`config.mk`:
```
export PLATFORM = sky130hd
export DESIGN_NAME = seq_bit_serializer
export DESIGN_NICKNAME = d
export VERILOG_FILES = /design/src/rtl/seq_bit_serializer.sv
export SDC_FILE = /design/constraint.sdc
export NUM_CORES = 1
export LEC_CHECK = 0
export CAP_MARGIN = 15
export CORE_MARGIN = 2
export CORE_UTILIZATION = 51
export DETAILED_ROUTE_END_ITERATION = 8
export PLACE_DENSITY = 0.85
export SLEW_MARGIN = 40
export SYNTH_ARGS = -nofsm -noshare
export SYNTH_HDL_FRONTEND = slang
export SYNTH_SLANG_ARGS = --single-unit
```
`constraint.sdc`:
```
create_clock -name clk -period 3.35 [get_ports clk]
set_input_delay 0.67 -clock clk [delete_from_list [all_inputs] [get_ports clk]]
set_output_delay 0.67 -clock clk [all_outputs]
set_load 0.005 [all_outputs]
```
`src/rtl/seq_bit_serializer.sv`:
```
`timescale 1ns/1ps
`default_nettype none
// ============================================================================
//  Module   : seq_bit_serializer
//  Purpose  : Parallel-in, serial-out stimulus stage with valid/ready load,
//             stall, and last-bit marker for feeding serial sequence detectors.
//  Revision : 1.0  initial release
// ============================================================================
module seq_bit_serializer #(
  parameter int WIDTH      = 8,
  parameter bit MSB_FIRST  = 1'b1,
  parameter bit IDLE_LEVEL = 1'b0
) (
  input  logic             clk,
  input  logic             rst,
  input  logic [WIDTH-1:0] load_data,
  input  logic             load_valid,
  output logic             load_ready,
  input  logic             stall,
  output logic             ser_out,
  output logic             ser_valid,
  output logic             frame_last,
  output logic             busy
);

  localparam int                 c_cnt_w    = $clog2(WIDTH);
  localparam logic [c_cnt_w-1:0] c_last_cnt = c_cnt_w'(WIDTH - 1);

  typedef enum logic [0:0] {
    ST_IDLE  = 1'b0,
    ST_SHIFT = 1'b1
  } state_t;

  state_t             r_state;
  logic [WIDTH-1:0]   r_shift;
  logic [c_cnt_w-1:0] r_cnt;
  logic               r_ser_out;
  logic               r_ser_valid;
  logic               r_frame_last;
  logic               r_busy;

  state_t             w_state_nxt;
  logic [WIDTH-1:0]   w_shift_nxt;
  logic [c_cnt_w-1:0] w_cnt_nxt;
  logic [c_cnt_w-1:0] w_cnt_inc;
  logic               w_ser_out_nxt;
  logic               w_ser_valid_nxt;
  logic               w_frame_last_nxt;
  logic               w_busy_nxt;
  logic               w_last;
  logic               w_accept;

  // r_shift holds only the bits not yet presented, next one at the head.
  logic               w_first_bit;
  logic [WIDTH-1:0]   w_shift_load;
  logic               w_next_bit;
  logic [WIDTH-1:0]   w_shift_adv;

  generate
    if (MSB_FIRST) begin : g_msb_first
      assign w_first_bit  = load_data[WIDTH-1];
      assign w_shift_load = {load_data[WIDTH-2:0], 1'b0};
      assign w_next_bit   = r_shift[WIDTH-1];
      assign w_shift_adv  = {r_shift[WIDTH-2:0], 1'b0};
    end else begin : g_lsb_first
      assign w_first_bit  = load_data[0];
      assign w_shift_load = {1'b0, load_data[WIDTH-1:1]};
      assign w_next_bit   = r_shift[0];
      assign w_shift_adv  = {1'b0, r_shift[WIDTH-1:1]};
    end
  endgenerate

  assign w_cnt_inc = r_cnt + 1'b1;

  always_comb begin
    w_last     = (r_cnt == c_last_cnt);
    load_ready = (r_state == ST_IDLE) ||
                 ((r_state == ST_SHIFT) && w_last && !stall);
    w_accept   = load_valid && load_ready;

    w_state_nxt      = r_state;
    w_shift_nxt      = r_shift;
    w_cnt_nxt        = r_cnt;
    w_ser_out_nxt    = r_ser_out;
    w_ser_valid_nxt  = r_ser_valid;
    w_frame_last_nxt = r_frame_last;
    w_busy_nxt       = r_busy;

    if (w_accept) begin
      w_state_nxt      = ST_SHIFT;
      w_shift_nxt      = w_shift_load;
      w_cnt_nxt        = '0;
      w_ser_out_nxt    = w_first_bit;
      w_ser_valid_nxt  = 1'b1;
      w_frame_last_nxt = 1'b0;
      w_busy_nxt       = 1'b1;
    end else begin
      case (r_state)
        ST_IDLE: begin
          w_ser_out_nxt    = IDLE_LEVEL;
          w_ser_valid_nxt  = 1'b0;
          w_frame_last_nxt = 1'b0;
          w_busy_nxt       = 1'b0;
        end
        ST_SHIFT: begin
          if (stall) begin
            w_ser_valid_nxt = 1'b0;
          end else if (w_last) begin
            // Final bit already went out valid once, so a stall released
            // here ends the word instead of repeating it.
            w_state_nxt      = ST_IDLE;
            w_ser_out_nxt    = IDLE_LEVEL;
            w_ser_valid_nxt  = 1'b0;
            w_frame_last_nxt = 1'b0;
            w_busy_nxt       = 1'b0;
          end else if (!r_ser_valid) begin
            w_ser_valid_nxt = 1'b1;
          end else begin
            w_shift_nxt      = w_shift_adv;
            w_cnt_nxt        = w_cnt_inc;
            w_ser_out_nxt    = w_next_bit;
            w_ser_valid_nxt  = 1'b1;
            w_frame_last_nxt = (w_cnt_inc == c_last_cnt);
          end
        end
      endcase
    end
  end

  always_ff @(posedge clk or posedge rst) begin
    if (rst) begin
      r_state      <= ST_IDLE;
      r_shift      <= '0;
      r_cnt        <= '0;
      r_ser_out    <= IDLE_LEVEL;
      r_ser_valid  <= 1'b0;
      r_frame_last <= 1'b0;
      r_busy       <= 1'b0;
    end else begin
      r_state      <= w_state_nxt;
      r_shift      <= w_shift_nxt;
      r_cnt        <= w_cnt_nxt;
      r_ser_out    <= w_ser_out_nxt;
      r_ser_valid  <= w_ser_valid_nxt;
      r_frame_last <= w_frame_last_nxt;
      r_busy       <= w_busy_nxt;
    end
  end

  assign ser_out    = r_ser_out;
  assign ser_valid  = r_ser_valid;
  assign frame_last = r_frame_last;
  assign busy       = r_busy;

endmodule
`default_nettype wire
```
Word-level counts from Yosys, hierarchy flattened
Cells that the tools add are included.
{"block": "classes", "addsub": 1, "eq_ne": 7, "muxes": 31, "bitwise_logic": 1, "reduce_logical": 10}
{"operator": "$mux W8", "count": 5}
{"operator": "$mux W1", "count": 17}
{"operator": "$mux W3", "count": 5}
{"operator": "$pmux W1 S2", "count": 4}
{"operator": "$eq A3 B3 Y1 const B", "count": 2}
{"operator": "$ne A2 B1 Y1 const B", "count": 2}
{"operator": "$ne A4 B1 Y1 const B", "count": 1}
{"operator": "$reduce_and A2 Y1", "count": 2}
{"operator": "$reduce_and A4 Y1", "count": 1}
{"operator": "$reduce_bool A2 Y1", "count": 2}
{"operator": "$add A3 B1 Y3 const B", "count": 1}
{"operator": "$logic_and A1 B1 Y1", "count": 3}
{"operator": "$ne A3 B1 Y1 const B", "count": 1}
{"operator": "$ne A3 B2 Y1 const B", "count": 1}
{"operator": "$logic_not A1 Y1", "count": 1}
{"operator": "$logic_or A1 B1 Y1", "count": 1}
{"operator": "$not A1 Y1", "count": 1}
{"block": "totals", "register_bits": 16, "inputBits": 12, "output_inout_bits": 5, "elab_cells": 57}

Longest topological paths before layout
Gate-level depths: netlist of the first run.
{"block": "logic_depth", "depth_word": 7, "mapped_depth": 6, "depth_no_buf": 5}

Worst setup path before layout of the first run
OpenSTA, ideal clock, no wires.
{"block": "synth_path", "kind": "register -> register", "start": "register r_cnt[0]", "end": "register r_shift[2]", "setup_time_ps": 125, "t_arrival_ps": 1836, "required_ps": 3225, "path_slack_ps": 1389, "path_stages_with_launch": 7, "n_path_buf": 1, "synth_period_minus_slack_ps": 1961, "path_cell_list": "dfrtp_1 ha_1 ha_1 nor4bb_1 buf_4 mux2_1 mux2_2"}
{"block": "synth_via", "elab_chain_cells": 7, "elab_cells_between_ends": 11, "classes_between": "eq/ne (3); mux (1); reduce/logical (7)"}
{"item": "start: declaration", "line_no": "36", "source": "logic [c_cnt_w-1:0] r_cnt;"}
{"item": "start signal: assignment", "line_no": "142", "source": "r_cnt <= w_cnt_nxt;"}
{"item": "$eq A3 B3 Y1 (*)", "line_no": "76", "source": "w_last = (r_cnt == c_last_cnt);"}
{"item": "$logic_and A1 B1 Y1 (2 in a row)", "line_no": "78", "source": "((r_state == ST_SHIFT) && w_last && !stall);"}
{"item": "$logic_or A1 B1 Y1", "line_no": "77", "source": "load_ready = (r_state == ST_IDLE) ||"}
{"item": "$logic_and A1 B1 Y1", "line_no": "79", "source": "w_accept = load_valid && load_ready;"}
{"item": "$ne A2 B1 Y1 (no line) or $reduce_bool A2 Y1 (tied branches)"}
{"item": "$reduce_and A4 Y1 (no line)"}
{"item": "end signal: assignment", "line_no": "141", "source": "r_shift <= w_shift_nxt;"}
{"item": "end: declaration", "line_no": "35", "source": "logic [WIDTH-1:0] r_shift;"}
Every way passes the cells marked *; elsewhere a longest branch is shown, timed or not.
A chain may end at the register's enable or synchronous reset.

Final worst setup path of the first run
{"block": "layout_path", "start": "input port stall", "end": "output port load_ready"}
{"block": "layout_via", "elab_chain_cells": 3}
{"item": "start: declaration", "line_no": "19", "source": "input logic stall,"}
{"item": "$logic_not A1 Y1", "line_no": "78"}
{"item": "$logic_and A1 B1 Y1", "line_no": "78"}
{"item": "$logic_or A1 B1 Y1", "line_no": "77"}
{"item": "end: declaration", "line_no": "18", "source": "output logic load_ready,"}
Every way passes these cells.

==> flow_summary.yaml, run 1 <==
finish:
  design_area_um2: 961
  drive_gt1_share_pct: 17.3
  finalNonFillerCells: 96
  final_cell_mix: "clkdlybuf4s50_1, dfrtp_1, mux2_2, mux2_1, inv_1"
  post-route-util_pct: 72.0
  diodes: 0
  areaGrowthSynthToFinish_pct: 28.6
  final_common_cell: "clkdlybuf4s50_1"
  nets: 97
place:
  dpl_cell_area_um2: 933
  dp_hpwl_mm: 1.02
  dp_cells: 92
  place_congestion: 0.849
  dp_worst_setup_slack_ns: 0.540
  port_buffers: 16
routing:
  drt.antenna.violating_nets: 0
  drc_errors: 0
  vias_per_cell: 5.50
  wl_per_cell_um: 13.9
  wl_mm: 1.34
  initialDrtViolationCount: 13
  vias: 528
  dr.pass1.iters: 4
timing:
  clock_skew_ns: 0.00620
  finalSetupViolations: 0
  worstMarginPinSlew_ns: 0.568
  fmax_mhz: 353
  timing.hold.ws_ns: 0.547
  fin_crit_ns: 2.83
  grt_setup_unrepaired: "no"
  hold_viol: 0
  finalSetupTns_ns: 0
  drv_slew: 0
  fin_crit_sh_pct: 84.6
  setup_ws_ns: 0.516
  max-slew-margin-rel_pct: 62.1
grt:
  grt_pass1_vias: 560
  grt_pass1_wl_mm: 2.40
  grt_max_degree: 16
  overflow: 0
  grtUsageTotal_pct: 18.2
  antenna_found_initial: 0
clock_network:
  cts_tree: "built"
  max-clock-path-buffers: 2
  post_cts_buffers: 0
  cts_buffers: 3
  clk_pin_slew_ns: 0.08
  cts_sinks: 15
  cts_hold_buf: 0
  clockRootBuffer: "clkbuf_4"
  htreeDepth: 1
  clk_latency_ns: 0.28
  cts.repair.resized: 0
synthesis:
  ys_seq_area_share_pct: 50.3
  avgSynthCellArea_um2: 12.4
  ys_seq_elements: 15
  netlist_instances: 60
  synth_fp_nets: 75
  yosysUniqueCellTypes: 24
  synth_area_um2: 747
  yosysWarnings: 0
power:
  swShare_pct: 30.9
  power_density_nw_per_um2: 700
  pwr-share-comb_pct: 40.4
  clkPwrFrac_pct: 15.1
  total_power_mw: 0.672
  switchingPower_mw: 0.208
  p_seq_share_pct: 44.5
  ir_worst_vdd_uv: 413
  leakagePower_nw: 0.464
  internal_power_mw: 0.464
setup_path:
  worst_setup_path_end_kind: "primary output"
  worstPathRequired_ns: 2.68
  cp_cell_sequence: "clkdlybuf4s50_1, nor2b_1, nand2b_1, clkdlybuf4s50_1"
  slowest_delay_ns: 0.54
  critPathMaxFanout: 5
  arrival_ns: 2.16
  worst_setup_path_start_kind: "input pin"
  critPathSlowestCell: "clkdlybuf4s50_1"
  worstSetupPathType: "input pin to primary output"
  crit_top_cell: "clkdlybuf4s50_1"
die:
  chipHeight_um: 42.3
  io-pin-count: 17
  start_util_pct: 56.0
  die_w_um: 42.3
  dieArea_um2: 1790
  fp-row-count: 13
  core_area_um2: 1330
hold_path:
  hp-class: "register to register"
status:
  status: "finished clean"
run:
  maxCapViolations: 0
sequential cells by signal, summed over array words and instances (netlist names):
register	cells
r_shift	7
busy	1
ser_out	1
r_cnt	3
frame_last	1
r_state	1
ser_valid	1
power groups by stage:
| stage | clock (mW) | sequential [mW] | combinational, mW |
|---|---|---|---|
| final | 0.102 | 0.299 | 0.271 |
| after global routing | 0.118 | 0.310 | 0.310 |
| after CTS | 0.107 | 0.298 | 0.274 |
| after detailed placement | 0 | 0.302 | 0.273 |
| after global placement | 0 | 0.299 | 0.265 |
| after floorplan | 0 | 0.293 | 0.177 |
path summary, 6_finish.rpt:
check                         start         end  slack (ns)  cells past startpoint
max reg2reg                r_cnt[0]  r_shift[3]        1.04                      6
max                           stall  load_ready        0.52                      4
min in group asynchronous       rst  frame_last        0.73                      2
max in group asynchronous       rst  r_shift[2]        2.24                      2
min reg2reg                    busy        busy        0.55                      2
min                            busy        busy        0.55                      2
layout make-up:
type                            instances  area, µm²
Clock buffer                            3       22.5
Tap cell                               15       18.8
Timing Repair Buffer                   18        175
Inverter                                4       15.0
Multi-Input combinational cell         40        349
Fill cell                             105        373
Sequential cell                        15        375
Clock inverter                          1       5.00
critical path, delay by kind of cell:
kind | cells | cell delay, ns
buffers and inverters | 2 | 1.02
and+or+nand+nor | 2 | 0.47
metal layers:
layer / routed length, µm / vias to the layer above / GRT usage, %
li1: - / 261 / -
met1: 585 / 248 / 21.9
met2: 656 / 13 / 28.3
met3: 51 / 6 / 3.02
met4: 43 / 0 / 15.0
met5: 0 / - / 0
Yosys cell counts (all sizes together):
master    n  share of area (%)
dfrtp    15                 50
mux2     13                 20
inv       4                2.0
a21oi     3                2.0
ha        3                5.0
nor2b     3                2.5
nand2b    2                1.7
nor2      2                1.0
o21ai     2                1.8
a221oi    1                1.2
a22oi     1                1.0
a2bb2oi   1                1.2
a41o      1                1.3
and3      1               0.84
buf       1                1.0
mux2i     1                1.3
nand2     1               0.50
nor4b     1                1.2
nor4bb    1                1.3
o211ai    1                1.0
o21bai    1                1.0
o2bb2ai   1                1.2
kinds of logic (layout without fill, tap and decap cells):
group / Yosys count / in the layout / share of synthesized area (%)
buffers and inverters: 5 / 26 / 3.01
flip-flops: 15 / 15 / 50.3
multiplexers: 14 / 14 / 20.9
adder cells (fa/ha/maj): 3 / 3 / 5.03
AND/OR/NAND/NOR: 11 / 11 / 9.05
AO/OA/AOI/OAI: 12 / 12 / 11.7
(Power assumes the default switching activity.)
==> run 2, diff against run 1 <==
--- a/config.mk
+++ b/config.mk
@@ -7,9 +7,9 @@
 export LEC_CHECK = 0
 export CAP_MARGIN = 15
 export CORE_MARGIN = 2
-export CORE_UTILIZATION = 51
+export CORE_UTILIZATION = 43
 export DETAILED_ROUTE_END_ITERATION = 8
-export PLACE_DENSITY = 0.85
+export PLACE_DENSITY = 0.77
 export SLEW_MARGIN = 40
 export SYNTH_ARGS = -nofsm -noshare
 export SYNTH_HDL_FRONTEND = slang
==> constraint.sdc (replaced) <==
create_clock -name clk -period 2.3 [get_ports clk]
set_input_delay 0.46 -clock clk [delete_from_list [all_inputs] [get_ports clk]]
set_output_delay 0.46 -clock clk [all_outputs]
set_load 0.005 [all_outputs]
==> run 2 against run 1 <==
  * Sequential power rose by 44%
  * Hold slack got worse by 0.030 ns
  * Cell count is 5.2% higher
  * Total power grew 52%
  * Clock power grew 46%
  * Utilization is 12 points lower
  * Clock skew increased by 0.0079 ns
  * First-iteration DRC count decreased by 85%
  * Via count increased by 5.9%
  * Critical path depth rose by 1
  * Largest cell class unchanged
==> flow_summary.yaml, run 2 (synthesized netlist as in run 1, its figures left out) <==
status:
  status: "finished clean"
place:
  dpl_cell_area_um2: 957
  place_congestion: 0.775
  dp_worst_setup_slack_ns: 0.123
  port_buffers: 16
  dp_hpwl_um: 938
  dp_cells: 96
finish:
  areaGrowthSynthToFinish_pct: 34.3
  post-route-util_pct: 60.1
  largest_reg_flops: 7
  multi_input_area_um2: 368
  design_area_um2: 1000
  nets: 100
  num-fill-cells: 151
  finalNonFillerCells: 101
  reg_top3: "r_shift: 7 flops, r_cnt: 3 flops"
  drive_gt1_share_pct: 22.6
  diodes: 0
  final_cell_mix: "dfrtp_1, clkdlybuf4s50_1, mux2_2, mux2_1, buf_4"
  largest-register: "r_shift"
  ff_latch_area_um2: 375
timing:
  hold_viol: 0
  worstMarginPinSlew_ns: 0.567
  timing.hold.ws_ns: 0.518
  setup_ws_ns: 0.161
  fmax_mhz: 467
  finalSetupTns_ns: 0
  fin_crit_sh_pct: 93.0
  drv_slew: 0
  finalSetupViolations: 0
  fin_crit_ns: 2.14
  clock_skew_ns: 0.0141
  grt_setup_unrepaired: "no"
  max-slew-margin-rel_pct: 62.1
power:
  leakagePower_nw: 0.484
  total_power_mw: 1.02
  power_density_nw_per_um2: 1020
  ir_worst_vdd_uv: 487
die:
  start_util_pct: 44.7
  dieArea_um2: 2090
  fp-row-count: 15
  io-pin-count: 17
  chipHeight_um: 45.7
  core_area_um2: 1670
  die_w_um: 45.7
routing:
  dr.pass1.iters: 4
  drt.antenna.violating_nets: 0
  wl_mm: 1.34
  drc_errors: 0
  vias_per_cell: 5.53
  wl_per_cell_um: 13.2
  initialDrtViolationCount: 2
  vias: 559
setup_path:
  worstSetupPathType: "register to primary output"
  startpoint: "r_cnt[0]"
  worst_setup_path_start_kind: "register"
  r2r-start: "r_cnt[0]"
  worst_setup_path_end_kind: "primary output"
  worstPathRequired_ns: 1.84
  critPathMaxFanout: 5
  arrival_ns: 1.68
grt:
  grt_pass1_vias: 549
  grtUsageTotal_pct: 15.3
  overflow: 0
  grt_pass1_wl_mm: 2.25
  antenna_found_initial: 0
  grt_max_degree: 16
clock_network:
  clk_pin_slew_ns: 0.10
  max-clock-path-buffers: 2
  cts_sinks: 15
  cts_buffers: 3
  htreeDepth: 1
  clk_latency_ns: 0.28
  cts_tree: "built"
  clockRootBuffer: "clkbuf_4"
run:
  maxCapViolations: 0
hold_path:
  hp-class: "input pin to asynchronous set/reset pin"
## run 2: cell types whose count changed in the layout (fill, tap and decap cells not counted), sizes merged
cell,before,now
clkdlybuf4s50,16,15
buf,2,5
dlygate4sd2,0,1
## run 2: final timing paths
check / to / slack [ns] / depth (start not counted)
worst min register to register: busy / 0.54 / 2
worst min-delay path: r_shift[4] / 0.52 / 2
worst max-delay path: load_ready / 0.16 / 5
worst max register to register: r_shift[2] / 0.25 / 6
min in group clk: busy / 0.54 / 2
max in group asynchronous: r_shift[2] / 1.39 / 2
## run 2: critical path, stage by stage (launching register included)
cell,delay [ns]
dfrtp_1,0.41
ha_1,0.24
ha_4,0.19
nor2b_1,0.14
nand2b_1,0.16
dlygate4sd2_1,0.27
## run 2: cell type report
class	count	area share, %
sequential	15	37.4
multi-input combinational	40	36.7
timing repair buffer	21	19.6
clock buffer	3	2.24
tap	17	2.12
inverter	4	1.50
clock inverter	1	0.499
## run 2: what timing repair did
action                                  4_1_cts  5_1_grt
endpoints found under the setup margin        1        0
hold buffers                                  0        0
resized for setup                             3        0
setup buffers                                 1        0
## run 2: power by group
group,switching [mW],total [mW],internal [mW]
Sequential,0.0623,0.432,0.370
Combinational,0.168,0.440,0.272
Clock,0.0842,0.149,0.0644
Total,0.315,1.02,0.706
## run 2: per-layer routing
layer / GRT usage (%) / wire, µm / part of all wire, %
met4: 5.29 / 5 / 0.37
met2: 24.8 / 673 / 50
met5: 0 / 0 / 0
met1: 20.7 / 600 / 45
met3: 2.38 / 58 / 4.3
==> run 3, diff against run 2 <==
--- a/config.mk
+++ b/config.mk
@@ -5,9 +5,10 @@
 export SDC_FILE = /design/constraint.sdc
 export NUM_CORES = 1
 export LEC_CHECK = 0
+export ABC_AREA = 1
 export CAP_MARGIN = 15
 export CORE_MARGIN = 2
-export CORE_UTILIZATION = 43
+export CORE_UTILIZATION = 44
 export DETAILED_ROUTE_END_ITERATION = 8
 export PLACE_DENSITY = 0.77
 export SLEW_MARGIN = 40
==> run 3 against run 2 <==
  * First-iteration DRC count grew to 5.0 times the previous value
  * Cell area is 1.7% higher
  * Total power is 15% lower
  * Critical path depth is 2 higher
==> flow_summary.yaml, run 3 <==
finish:
  nets: 136
  reg_top3: "r_shift: 7 flops, r_cnt: 3 flops"
  finalNonFillerCells: 145
  multi_input_area_um2: 377
  final_common_cell: "nand2_1"
  design_area_um2: 1020
  largest-register: "r_shift"
  ff_latch_area_um2: 375
  num-fill-cells: 168
  largest_reg_flops: 7
  diodes: 0
  areaGrowthSynthToFinish_pct: 27.1
  drive_gt1_share_pct: 12.5
  post-route-util_pct: 59.1
  final_cell_mix: "nand2_1, dfrtp_1, clkdlybuf4s50_1, nand4_1, inv_1"
die:
  chipHeight_um: 46.7
  dieArea_um2: 2180
  io-pin-count: 17
  die_w_um: 46.7
  start_util_pct: 46.5
  fp-row-count: 15
  core_area_um2: 1730
setup_path:
  r2r_setup_slack_ns: 0.46
  startpoint: "r_cnt[0]"
  rr_endpoint: "r_shift[6]"
  r2r_cells: 9
  worst_setup_path_end_kind: "primary output"
  endpoint: "load_ready"
  worstPathRequired_ns: 1.84
  worstSetupPathType: "register to primary output"
  critPathMaxFanout: 4
  arrival_ns: 1.52
  worst_setup_path_start_kind: "register"
  r2r-start: "r_cnt[1]"
synthesis:
  netlist_instances: 100
  synth_ff_type: "dfrtp_1"
  yosysTopAreaCellShare_pct: 46.7
  synth_fp_nets: 115
  synth_area_um2: 803
  yosysWarnings: 0
  ys_async_sr_fraction_pct: 100
  synth.area.top_cells: "dfrtp_1, nand2_1, nand4_1, ha_1, nand2_4"
  synth_edf_count: 0
  avgSynthCellArea_um2: 8.03
  ys_seq_elements: 15
  ys_top_cells_by_count: "nand2_1, dfrtp_1, nand4_1"
  yosys.area.top_type: "dfrtp_1"
  yosysUniqueCellTypes: 15
  ys_seq_area_share_pct: 46.7
  synth_most_common_cell: "nand2_1"
hold_path:
  hp-start: "busy"
  hp-class: "register to register"
routing:
  drc_errors: 0
  vias: 681
  wl_per_cell_um: 11.2
  vias_per_cell: 4.70
  dr.pass1.iters: 4
  drt.antenna.violating_nets: 0
  wl_mm: 1.63
  initialDrtViolationCount: 10
clock_network:
  clk_pin_slew_ns: 0.09
  max-clock-path-buffers: 2
  cts_hold_buf: 0
  clockRootBuffer: "clkbuf_4"
  clk_latency_ns: 0.27
  cts_buffers: 3
  cts_tree: "built"
  htreeDepth: 1
  cts_sinks: 15
status:
  status: "finished clean"
grt:
  grt_pass1_vias: 630
  grt_pass1_wl_mm: 2.55
  grtUsageTotal_pct: 16.7
  grt_max_degree: 16
  overflow: 0
  antenna_found_initial: 0
timing:
  drv_slew: 0
  fin_crit_sh_pct: 85.9
  clock_skew_ns: 0.000554
  fmax_mhz: 506
  worstMarginPinSlew_ns: 0.573
  finalSetupTns_ns: 0
  max-slew-margin-rel_pct: 61.8
  finalSetupViolations: 0
  timing.hold.ws_ns: 0.479
  hold_viol: 0
  fin_crit_ns: 1.98
  grt_setup_unrepaired: "no"
power:
  ir_worst_vdd_uv: 490
  internal_power_mw: 0.572
  power_density_nw_per_um2: 855
  clkPwrFrac_pct: 17.0
  swShare_pct: 34.4
  leakagePower_nw: 0.568
  switchingPower_mw: 0.300
  pwr-share-comb_pct: 38.0
  p_seq_share_pct: 45.0
place:
  place_congestion: 0.813
  dp_hpwl_mm: 1.19
  dp_cells: 141
  dpl_cell_area_um2: 990
  port_buffers: 16
run:
  maxCapViolations: 0
run 3: changes by cell type in the layout (fill, tap and decap cells not counted), moves of 2 or more:
cell and delta:
mux2_2 -7, nand2_2 +3, nand2b_1 -2, nand4_1 +8
o21ai_1 +4, a21oi_1 -2, inv_1 +2, nor2b_1 -3
mux2_1 -6, buf_4 -2, nand3_1 +3, nand2_4 +3
nand2_1 +46
run 3: cell type report:
cell class | instances | share of cell area (%)
multi-input cells | 75 | 36.9
flip-flops and latches | 15 | 36.8
well taps | 25 | 3.06
inverters | 7 | 2.57
repair buffers | 19 | 18.1
clock buffers | 4 | 2.57
run 3: logic make-up after synthesis:
logic type	count (synthesis)	share of synthesized area (%)
and+or+nand+nor	67	38.8
DFF	15	46.7
buffers and inverters	10	6.70
AOI/OAI and AO/OA	5	3.11
adders and majority gates	3	4.67
run 3: what timing repair did:
item	in CTS	in global routing
buffers inserted	0	0
endpoints found under the setup margin	1	1
pin swaps	1	0
resized for setup	1	1
run 3: power by group through the flow:
| stage | clock network [mW] | logic [mW] | registers [mW] |
|---|---|---|---|
| 3_5_place_dp | 0 | 0.333 | 0.396 |
| 2_1_floorplan | 0 | 0.213 | 0.391 |
| 6_report | 0.148 | 0.332 | 0.393 |
| 5_1_grt | 0.167 | 0.382 | 0.405 |
| 3_3_place_gp | 0 | 0.319 | 0.394 |
| 4_1_cts | 0.152 | 0.337 | 0.392 |
run 3: per-stage QoR:
step,power (mW),worst slack [ns]
after global placement,0.713,0.192
final,0.873,0.325
after floorplan,0.603,0.724
after detailed placement,0.729,0.182
after CTS,0.881,0.0222
after global routing,0.954,0.229
run 3: per-layer routing:
layer | vias to the layer above | wire length (µm) | GRT usage, %
met5 | - | 0 | 0
met4 | 0 | 18 | 10.6
met3 | 2 | 54 | 1.18
met2 | 13 | 772 | 28.6
met1 | 306 | 784 | 20.2
li1 | 360 | - | -
run 3: worst max-delay path, cell delays in order (launching register included):
cell,delay [ns]
dfrtp_1,0.41
ha_1,0.21
ha_2,0.18
inv_2,0.07
nand2_2,0.07
nand2_4,0.10
inv_1,0.06
dlymetal6s2s_1,0.15
run 3: worst min-delay path by stage:
stage / slack, ns / cells past startpoint / end
after floorplan: 0.36 / 1 / busy
after global placement: 0.46 / 2 / r_shift[4]
after detailed placement: 0.47 / 2 / busy
after CTS: 0.49 / 2 / busy
after global routing: 0.52 / 2 / r_shift[5]
final: 0.48 / 2 / busy
